===== src/rtl/logic_gate_pkg.sv =====
// Shared types and helpers for the logic_gate_pipe block: opcode encoding,
// the bitwise gate evaluator and a constant-foldable ceil(log2) helper.
package logic_gate_pkg;

   // Opcode encoding carried alongside every request and result.
   typedef enum logic [1:0] {
      OP_AND  = 2'b00,
      OP_OR   = 2'b01,
      OP_XOR  = 2'b10,
      OP_NAND = 2'b11
   } op_e;

   // Widest operand the evaluator handles; callers truncate to their WIDTH.
   localparam int MAX_WIDTH = 64;

   // Evaluate one gate over MAX_WIDTH bits. Operands are zero-extended by the
   // caller and the result truncated back, so NAND stays correct over the
   // caller's full width (the extra high bits are simply dropped).
   function automatic logic [MAX_WIDTH-1:0] gate_eval(
      input op_e                  op,
      input logic [MAX_WIDTH-1:0] a,
      input logic [MAX_WIDTH-1:0] b
   );
      logic [MAX_WIDTH-1:0] y;
      case (op)
         OP_AND:  y = a & b;
         OP_OR:   y = a | b;
         OP_XOR:  y = a ^ b;
         OP_NAND: y = ~(a & b);
         default: y = {MAX_WIDTH{1'b0}};
      endcase
      return y;
   endfunction

   // Smallest r with 2**r >= n; used to size pointers at elaboration time.
   function automatic int clog2(input int n);
      int r;
      r = 0;
      for (int i = 0; i < 31; i++) begin
         if ((32'sd1 <<< i) < n) begin
            r = i + 1;
         end
      end
      return r;
   endfunction

endpackage


===== src/rtl/logic_gate_pipe_if.sv =====
// Request/response handshake bundle for logic_gate_pipe.
// master = request producer and result consumer, slave = the pipe itself.
interface logic_gate_pipe_if #(
   parameter int WIDTH = 8
);
   logic             in_valid;
   logic             in_ready;
   logic [WIDTH-1:0] in_a;
   logic [WIDTH-1:0] in_b;
   logic [1:0]       in_op;
   logic             out_valid;
   logic             out_ready;
   logic [WIDTH-1:0] out_y;
   logic [1:0]       out_op;

   modport master (
      output in_valid, in_a, in_b, in_op, out_ready,
      input  in_ready, out_valid, out_y, out_op
   );

   modport slave (
      input  in_valid, in_a, in_b, in_op, out_ready,
      output in_ready, out_valid, out_y, out_op
   );
endinterface


===== src/rtl/lgp_fifo.sv =====
// Circular-buffer result FIFO. Wrapping log2(DEPTH)-bit pointers and a
// separate occupancy counter one bit wider so that "full" is representable.
module lgp_fifo
   import logic_gate_pkg::*;
#(
   parameter  int DW    = 10,
   parameter  int DEPTH = 4,
   localparam int AW    = clog2(DEPTH),
   localparam int CW    = AW + 1
) (
   input  logic          clk,
   input  logic          rst_n,
   input  logic          push_i,
   input  logic [DW-1:0] data_i,
   input  logic          pop_i,
   output logic [DW-1:0] data_o,
   output logic [CW-1:0] count_o
);

   logic [DW-1:0] mem_q [DEPTH];
   logic [AW-1:0] wr_ptr_q;
   logic [AW-1:0] rd_ptr_q;
   logic [CW-1:0] count_q;
   logic [CW-1:0] count_d;
   logic          pop_s;
   logic          full_s;

   assign full_s  = (count_q == CW'(DEPTH));
   // A pop request against an empty buffer is ignored rather than underflowing.
   assign pop_s   = pop_i && (count_q != {CW{1'b0}});
   assign data_o  = mem_q[rd_ptr_q];
   assign count_o = count_q;

   // Occupancy next state: simultaneous push and pop leaves it unchanged.
   always_comb begin
      count_d = count_q;
      case ({push_i, pop_s})
         2'b10:   count_d = count_q + CW'(1);
         2'b01:   count_d = count_q - CW'(1);
         default: count_d = count_q;
      endcase
   end

   // Storage, pointers and occupancy; storage is cleared so the head reads 0 after reset.
   always_ff @(posedge clk) begin
      if (!rst_n) begin
         for (int i = 0; i < DEPTH; i++) begin
            mem_q[i] <= {DW{1'b0}};
         end
         wr_ptr_q <= {AW{1'b0}};
         rd_ptr_q <= {AW{1'b0}};
         count_q  <= {CW{1'b0}};
      end else begin
         if (push_i) begin
            mem_q[wr_ptr_q] <= data_i;
            wr_ptr_q        <= wr_ptr_q + AW'(1);
         end
         if (pop_s) begin
            rd_ptr_q <= rd_ptr_q + AW'(1);
         end
         count_q <= count_d;
      end
   end

   lgp_fifo_chk u_chk (
      .clk    (clk),
      .rst_n  (rst_n),
      .push_i (push_i),
      .full_i (full_s)
   );

endmodule


===== src/rtl/lgp_fifo_chk.sv =====
// Property checker for lgp_fifo: the upstream credit scheme must make a
// write into a full FIFO impossible.
module lgp_fifo_chk (
   input logic clk,
   input logic rst_n,
   input logic push_i,
   input logic full_i
);

   a_no_overflow: assert property (@(posedge clk) disable iff (!rst_n) !(push_i && full_i));

endmodule


===== src/rtl/logic_gate_pipe.sv =====
// Fixed-latency bitwise gate pipeline with a credit-protected output FIFO.
// The pipeline never stalls; admission is throttled so that every accepted
// request is guaranteed a FIFO slot when it reaches the last stage.
module logic_gate_pipe
   import logic_gate_pkg::*;
#(
   parameter int WIDTH   = 8,
   parameter int LATENCY = 2,
   parameter int DEPTH   = 4
) (
   input  logic               clk,
   input  logic               rst_n,
   logic_gate_pipe_if.slave   bus,
   output logic [15:0]        resp_count,
   output logic               busy
);

   localparam int DW = WIDTH + 2;
   localparam int CW = clog2(DEPTH) + 1;

   // Pipeline stages: valid bit, result and opcode per stage.
   logic [LATENCY-1:0] vld_q;
   logic [WIDTH-1:0]   y_q  [LATENCY];
   logic [1:0]         op_q [LATENCY];

   // Credits in use = requests in the pipeline plus entries in the FIFO.
   logic [CW-1:0]      used_q;
   logic [CW-1:0]      used_d;
   logic               in_ready_q;
   logic               busy_q;
   logic [15:0]        resp_q;

   logic               accept_s;
   logic               pop_s;
   logic               push_s;
   logic [WIDTH-1:0]   stage0_y_s;
   logic [DW-1:0]      head_s;
   logic [CW-1:0]      fifo_count_s;

   assign accept_s   = bus.in_valid && in_ready_q;
   assign pop_s      = bus.out_valid && bus.out_ready;
   assign push_s     = vld_q[LATENCY-1];
   assign stage0_y_s = WIDTH'(gate_eval(op_e'(bus.in_op), 64'(bus.in_a), 64'(bus.in_b)));

   assign bus.in_ready  = in_ready_q;
   assign bus.out_valid = (fifo_count_s != {CW{1'b0}});
   assign bus.out_y     = head_s[WIDTH-1:0];
   assign bus.out_op    = head_s[WIDTH+1:WIDTH];
   assign resp_count    = resp_q;
   assign busy          = busy_q;

   // Credit bookkeeping: one credit taken per accept, returned per output pop.
   always_comb begin
      used_d = used_q;
      case ({accept_s, pop_s})
         2'b10:   used_d = used_q + CW'(1);
         2'b01:   used_d = used_q - CW'(1);
         default: used_d = used_q;
      endcase
   end

   // Shift register of results; the gate is evaluated as the request enters.
   always_ff @(posedge clk) begin
      if (!rst_n) begin
         vld_q <= {LATENCY{1'b0}};
         for (int i = 0; i < LATENCY; i++) begin
            y_q[i]  <= {WIDTH{1'b0}};
            op_q[i] <= 2'b00;
         end
      end else begin
         vld_q[0] <= accept_s;
         y_q[0]   <= stage0_y_s;
         op_q[0]  <= bus.in_op;
         for (int i = 1; i < LATENCY; i++) begin
            vld_q[i] <= vld_q[i-1];
            y_q[i]   <= y_q[i-1];
            op_q[i]  <= op_q[i-1];
         end
      end
   end

   // Registered admission and status: in_ready only sees registered state, so
   // a credit freed by a pop is visible one cycle later; held low in reset.
   always_ff @(posedge clk) begin
      if (!rst_n) begin
         used_q     <= {CW{1'b0}};
         in_ready_q <= 1'b0;
         busy_q     <= 1'b0;
      end else begin
         used_q     <= used_d;
         in_ready_q <= (used_d < CW'(DEPTH));
         busy_q     <= (used_d != {CW{1'b0}});
      end
   end

   // Completed output handshakes, wrapping at 16 bits.
   always_ff @(posedge clk) begin
      if (!rst_n) begin
         resp_q <= 16'd0;
      end else if (pop_s) begin
         resp_q <= resp_q + 16'd1;
      end else begin
         resp_q <= resp_q;
      end
   end

   lgp_fifo #(
      .DW    (DW),
      .DEPTH (DEPTH)
   ) u_fifo (
      .clk     (clk),
      .rst_n   (rst_n),
      .push_i  (push_s),
      .data_i  ({op_q[LATENCY-1], y_q[LATENCY-1]}),
      .pop_i   (pop_s),
      .data_o  (head_s),
      .count_o (fifo_count_s)
   );

endmodule


===== src/flat_wrapper.sv =====
// flat-port wrapper written by rule: the top's interface ports become plain ports
module logic_gate_pipe_flat import logic_gate_pkg::*;
#(
   parameter int WIDTH   = 8,
   parameter int LATENCY = 2,
   parameter int DEPTH   = 4
)
  (clk, rst_n, resp_count, busy, bus_in_valid, bus_in_a, bus_in_b, bus_in_op, bus_out_ready, bus_in_ready, bus_out_valid, bus_out_y, bus_out_op);
  logic_gate_pipe_if #(.WIDTH(WIDTH)) bus_i ();
  input  logic clk;
  input  logic rst_n;
  output logic [15:0] resp_count;
  output logic busy;
  input wire logic [$bits(bus_i.in_valid)-1:0] bus_in_valid;
  input wire logic [$bits(bus_i.in_a)-1:0] bus_in_a;
  input wire logic [$bits(bus_i.in_b)-1:0] bus_in_b;
  input wire logic [$bits(bus_i.in_op)-1:0] bus_in_op;
  input wire logic [$bits(bus_i.out_ready)-1:0] bus_out_ready;
  output wire logic [$bits(bus_i.in_ready)-1:0] bus_in_ready;
  output wire logic [$bits(bus_i.out_valid)-1:0] bus_out_valid;
  output wire logic [$bits(bus_i.out_y)-1:0] bus_out_y;
  output wire logic [$bits(bus_i.out_op)-1:0] bus_out_op;
  assign bus_i.in_valid = bus_in_valid;
  assign bus_i.in_a = bus_in_a;
  assign bus_i.in_b = bus_in_b;
  assign bus_i.in_op = bus_in_op;
  assign bus_i.out_ready = bus_out_ready;
  assign bus_in_ready = bus_i.in_ready;
  assign bus_out_valid = bus_i.out_valid;
  assign bus_out_y = bus_i.out_y;
  assign bus_out_op = bus_i.out_op;
  logic_gate_pipe #(.WIDTH(WIDTH), .LATENCY(LATENCY), .DEPTH(DEPTH)) u_core (.clk(clk), .rst_n(rst_n), .bus(bus_i), .resp_count(resp_count), .busy(busy));
endmodule

===== config.mk =====
export PLATFORM = sky130hd
export DESIGN_NAME = logic_gate_pipe_flat
export DESIGN_NICKNAME = d
export VERILOG_FILES = /design/src/rtl/logic_gate_pkg.sv /design/src/rtl/logic_gate_pipe_if.sv /design/src/rtl/lgp_fifo.sv /design/src/rtl/lgp_fifo_chk.sv /design/src/rtl/logic_gate_pipe.sv /design/src/flat_wrapper.sv
export SDC_FILE = /design/constraint.sdc
export NUM_CORES = 1
export LEC_CHECK = 0
export CAP_MARGIN = 20
export CORE_MARGIN = 2
export CORE_UTILIZATION = 55
export CTS_CLUSTER_DIAMETER = 60
export DETAILED_ROUTE_END_ITERATION = 10
export PLACE_DENSITY = 0.82
export SLEW_MARGIN = 20
export SYNTH_ARGS = -nofsm -noshare
export SYNTH_HDL_FRONTEND = slang
export SYNTH_SLANG_ARGS = --single-unit

===== constraint.sdc =====
create_clock -name clk -period 2.4 [get_ports clk]
set_clock_uncertainty 0.1 [all_clocks]
set_input_delay 0.36 -clock clk [delete_from_list [all_inputs] [get_ports clk]]
set_output_delay 0.36 -clock clk [all_outputs]
set_load 0.01 [all_outputs]

==> metrics <==
WP data required=about 1.9 ns; initial core utilization=0.568; number of synthesized flops with an enable pin=40; remaining global-route overflow=0; Static Leak=a little over 2 nW; Nets=~470; max-slew headroom at the worst pin=0.536; DR iter-0 viols=about 120; share of post-route cells with drive strength above 1=0.101; H-tree depth=3; Syn Area/Cell=between 10 and 15 um2; Hold Path Class=reg2reg; period utilization=0.975; GR Layer Usage met3=0.0351; Area Growth Syn to Fin=20.7%; Slew @ Worst Pin=0.694 ns; synth warn=0; first-pass GRT wire length=12,700 um; vias per std cell=~5.1; Critical R2R Capture=u_core.busy$_SDFF_PN0_; placed wire-length estimate=just over 5000 um; Final Setup Violations=0; routing usage on met2=0.334; max-cap violations=0; pre-CTS setup slack=-0.0902 ns; Mapped Area=~4000 um2; WHS Path Cells=1; async set or reset register ratio after synthesis=0; CTS tree=done; Yosys reg bits=92; Fillers=between 500 and 600; FP Rows=31; clk_lat worst skew=0.35 ns; Internal=roughly 2.5 mW; Antenna diodes=0; crit path kind=reg2out; Switching Share=0.243; post-layout worst setup margin=around 0.061 ns; commonest non-fill, non-tap cell in the layout=nor2_1; Comb pwr share=0.155; Min-Delay Endpoint=u_core.y_q[0][9]$_SDFF_PN0_; clock power share=0.312; synth top area cells=edfxtp_1 (29%), dfxtp_1 (25%), ha_1 (5.8%), nor2_1 (5.6%), mux4_2 (5.5%); Syn Nets=about 420; Post-Syn Instances=between 300 and 400; Root Buffer Master=clkbuf_8; TritonRoute pass-1 iters=6; pwr dens=about 660 nW/um2; GPL Wtd Cong=a little under 0.8; Top Usage Layer GRT=met2; Synth area leader=edfxtp_1; Yosys cell types=36; clock period minus worst slack=2.34 ns; antenna violations before repair=0; Core Region=between 7000 and 8000 um2; WL/cell=approximately 14 um; nature of the critical path endpoint=primary output; WL final=approximately 7400 um; commonest cells after routing, fill and taps aside=nor2_1 (61), dfxtp_1 (51), clkdlybuf4s50_1 (47); worst reg2reg setup slack=0.28 ns; total CTS buffers=9; Critical R2R Launch=u_core.u_fifo.count_o[0]$_SDFFE_PN0P_; chip height=90.5 um; final core area utilization=0.685; CP Cell Sequence=buf_12 -> mux4_2 -> clkdlybuf4s50_1; fin. max-slew vios=0; clk sink count=about 90; width of the chip=90.5 um; CTS Buffer Depth=2; Worst path slowest cell=mux4_2; Reg2Reg Depth=7; CP Launch Type=register; number of global-route vias before repair=approximately 2,800; Final ANT Viol Nets=0; Die Footprint=roughly 8000 um2; main flop type after synthesis=dfxtp_1; clock slew at reported path FFs=about 0.090 ns; GR met1 Demand/Resource=0.242; DR vias=around 2,700; I/O Pins=51; fmax=roughly 430 MHz; Net Switching=0.800 mW; largest stage delay on the critical path=about 0.52 ns; final hold vios=0; hold_sp=u_core.y_q[0][1]$_SDFF_PN0_; Seq pwr share=0.533; status=finished clean; Port Buffers=50; Critical Path Fanout Max=10; CP arrival=between 1.5 and 2 ns; share of the synthesized area in the top cell type=0.292; sequential element share of the synthesized area=0.545; Max IR drop VDD=0.316 mV; overall routing resource usage=0.195; largest net degree at the start of global routing=35; # DRC=0
[worst max-delay path, delay by kind of cell (launching register included)]
family   cells  cell delay [ns]
buf+inv      2             0.65
flops        1             0.36
mux          1             0.52
[what timing repair did]
action / CTS / global route
hold endpoints to repair: 0 / 0
pin swaps: 0 / 0
hold buffers: 0 / 0
buffers inserted: 0 / 0
endpoints found under the setup margin: 10 / 10
resized for setup: 1 / 6
[synth_stat cells, types with 2 or more instances]
library cell / instances
xnor2_1: 5
nand2_1: 23
clkbuf_1: 10
edfxtp_1: 40
or3_2: 2
mux4_2: 10
mux2i_1: 18
o31ai_1: 3
ha_1: 19
nand3_1: 5
buf_1: 3
buf_2: 2
and3_1: 2
fa_1: 2
a21oi_1: 17
inv_1: 35
o21ai_0: 4
and2_1: 25
nand4_1: 3
xor2_1: 13
o31a_2: 2
dfxtp_1: 52
nand2b_1: 3
nor2_1: 61
or4_1: 3
nor4_1: 2
[state kept, by name (all words and copies together), names as in the netlist, named ones only]
register	flops
u_core.u_fifo.count_o	3
u_core.used_q	3
u_core.op_q	4
u_core.resp_count	16
u_core.bus.in_ready	1
u_core.u_fifo.wr_ptr_q	2
u_core.busy	1
u_core.y_q	16
u_core.u_fifo.mem_q	40
u_core.vld_q	2
u_core.u_fifo.rd_ptr_q	2
[power groups by stage]
stage          Combinational, mW  Sequential, mW  Clock (mW)
5_1_grt                    0.565            1.77        1.11
4_1_cts                    0.514            1.76        1.05
3_5_place_dp               0.509            1.79           0
6_report                   0.510            1.76        1.03
3_3_place_gp               0.489            1.79           0
2_1_floorplan              0.322            1.79           0
[stage by stage]
stage                     total power [mW]  cells  instance area (um2)  setup TNS [ns]  hold WS, ns
after floorplan                       2.11    374                 4120               0        0.312
after global routing                  3.45    533                 4970        -0.00835        0.348
final                                 3.30    533                 4970               0        0.336
after global placement                2.28    517                 4750               0        0.316
after detailed placement              2.30    517                 4750          -0.268        0.318
after CTS                             3.32    533                 4950               0        0.339
[worst max-delay path by stage]
stage	from	slack [ns]	to
6_report	register	0.06	bus_out_y[4]
3_5_place_dp	bus_out_ready	-0.09	u_core.busy$_SDFF_PN0_
3_3_place_gp	bus_out_ready	0.04	u_core.busy$_SDFF_PN0_
2_1_floorplan	u_core.u_fifo.count_o[0]$_SDFFE_PN0P_	0.27	u_core.busy$_SDFF_PN0_
5_1_grt	register	-0.005	bus_out_y[3]
4_1_cts	register	0.004	bus_out_y[0]
[metal layers]
layer / routed length, um / part of all wire
met3: 281 / 0.038
met1: 3250 / 0.44
met4: 99 / 0.013
met2: 3760 / 0.51
met5: 0 / 0
[cells by family (layout without fill, tap and decap cells)]
family	after synthesis	count (layout)	share of synthesized area
simple gates	135	135	0.159
buf+inv	51	111	0.0489
xor+xnor	18	18	0.0383
compound gates	29	29	0.0429
mux	28	28	0.0985
flops	92	92	0.545
fa+ha+maj	21	21	0.0675
[cell type report]
class                      instances  area (um2)  area share
sequential                        92        2240       0.452
multi-input combinational        231        1670       0.337
timing repair buffer              60         596       0.120
clock buffer                      10         138      0.0277
inverter                          35         131      0.0264
tap                               99         124      0.0249
clock inverter                     6        62.6      0.0126
(Power assumes the default switching activity.)
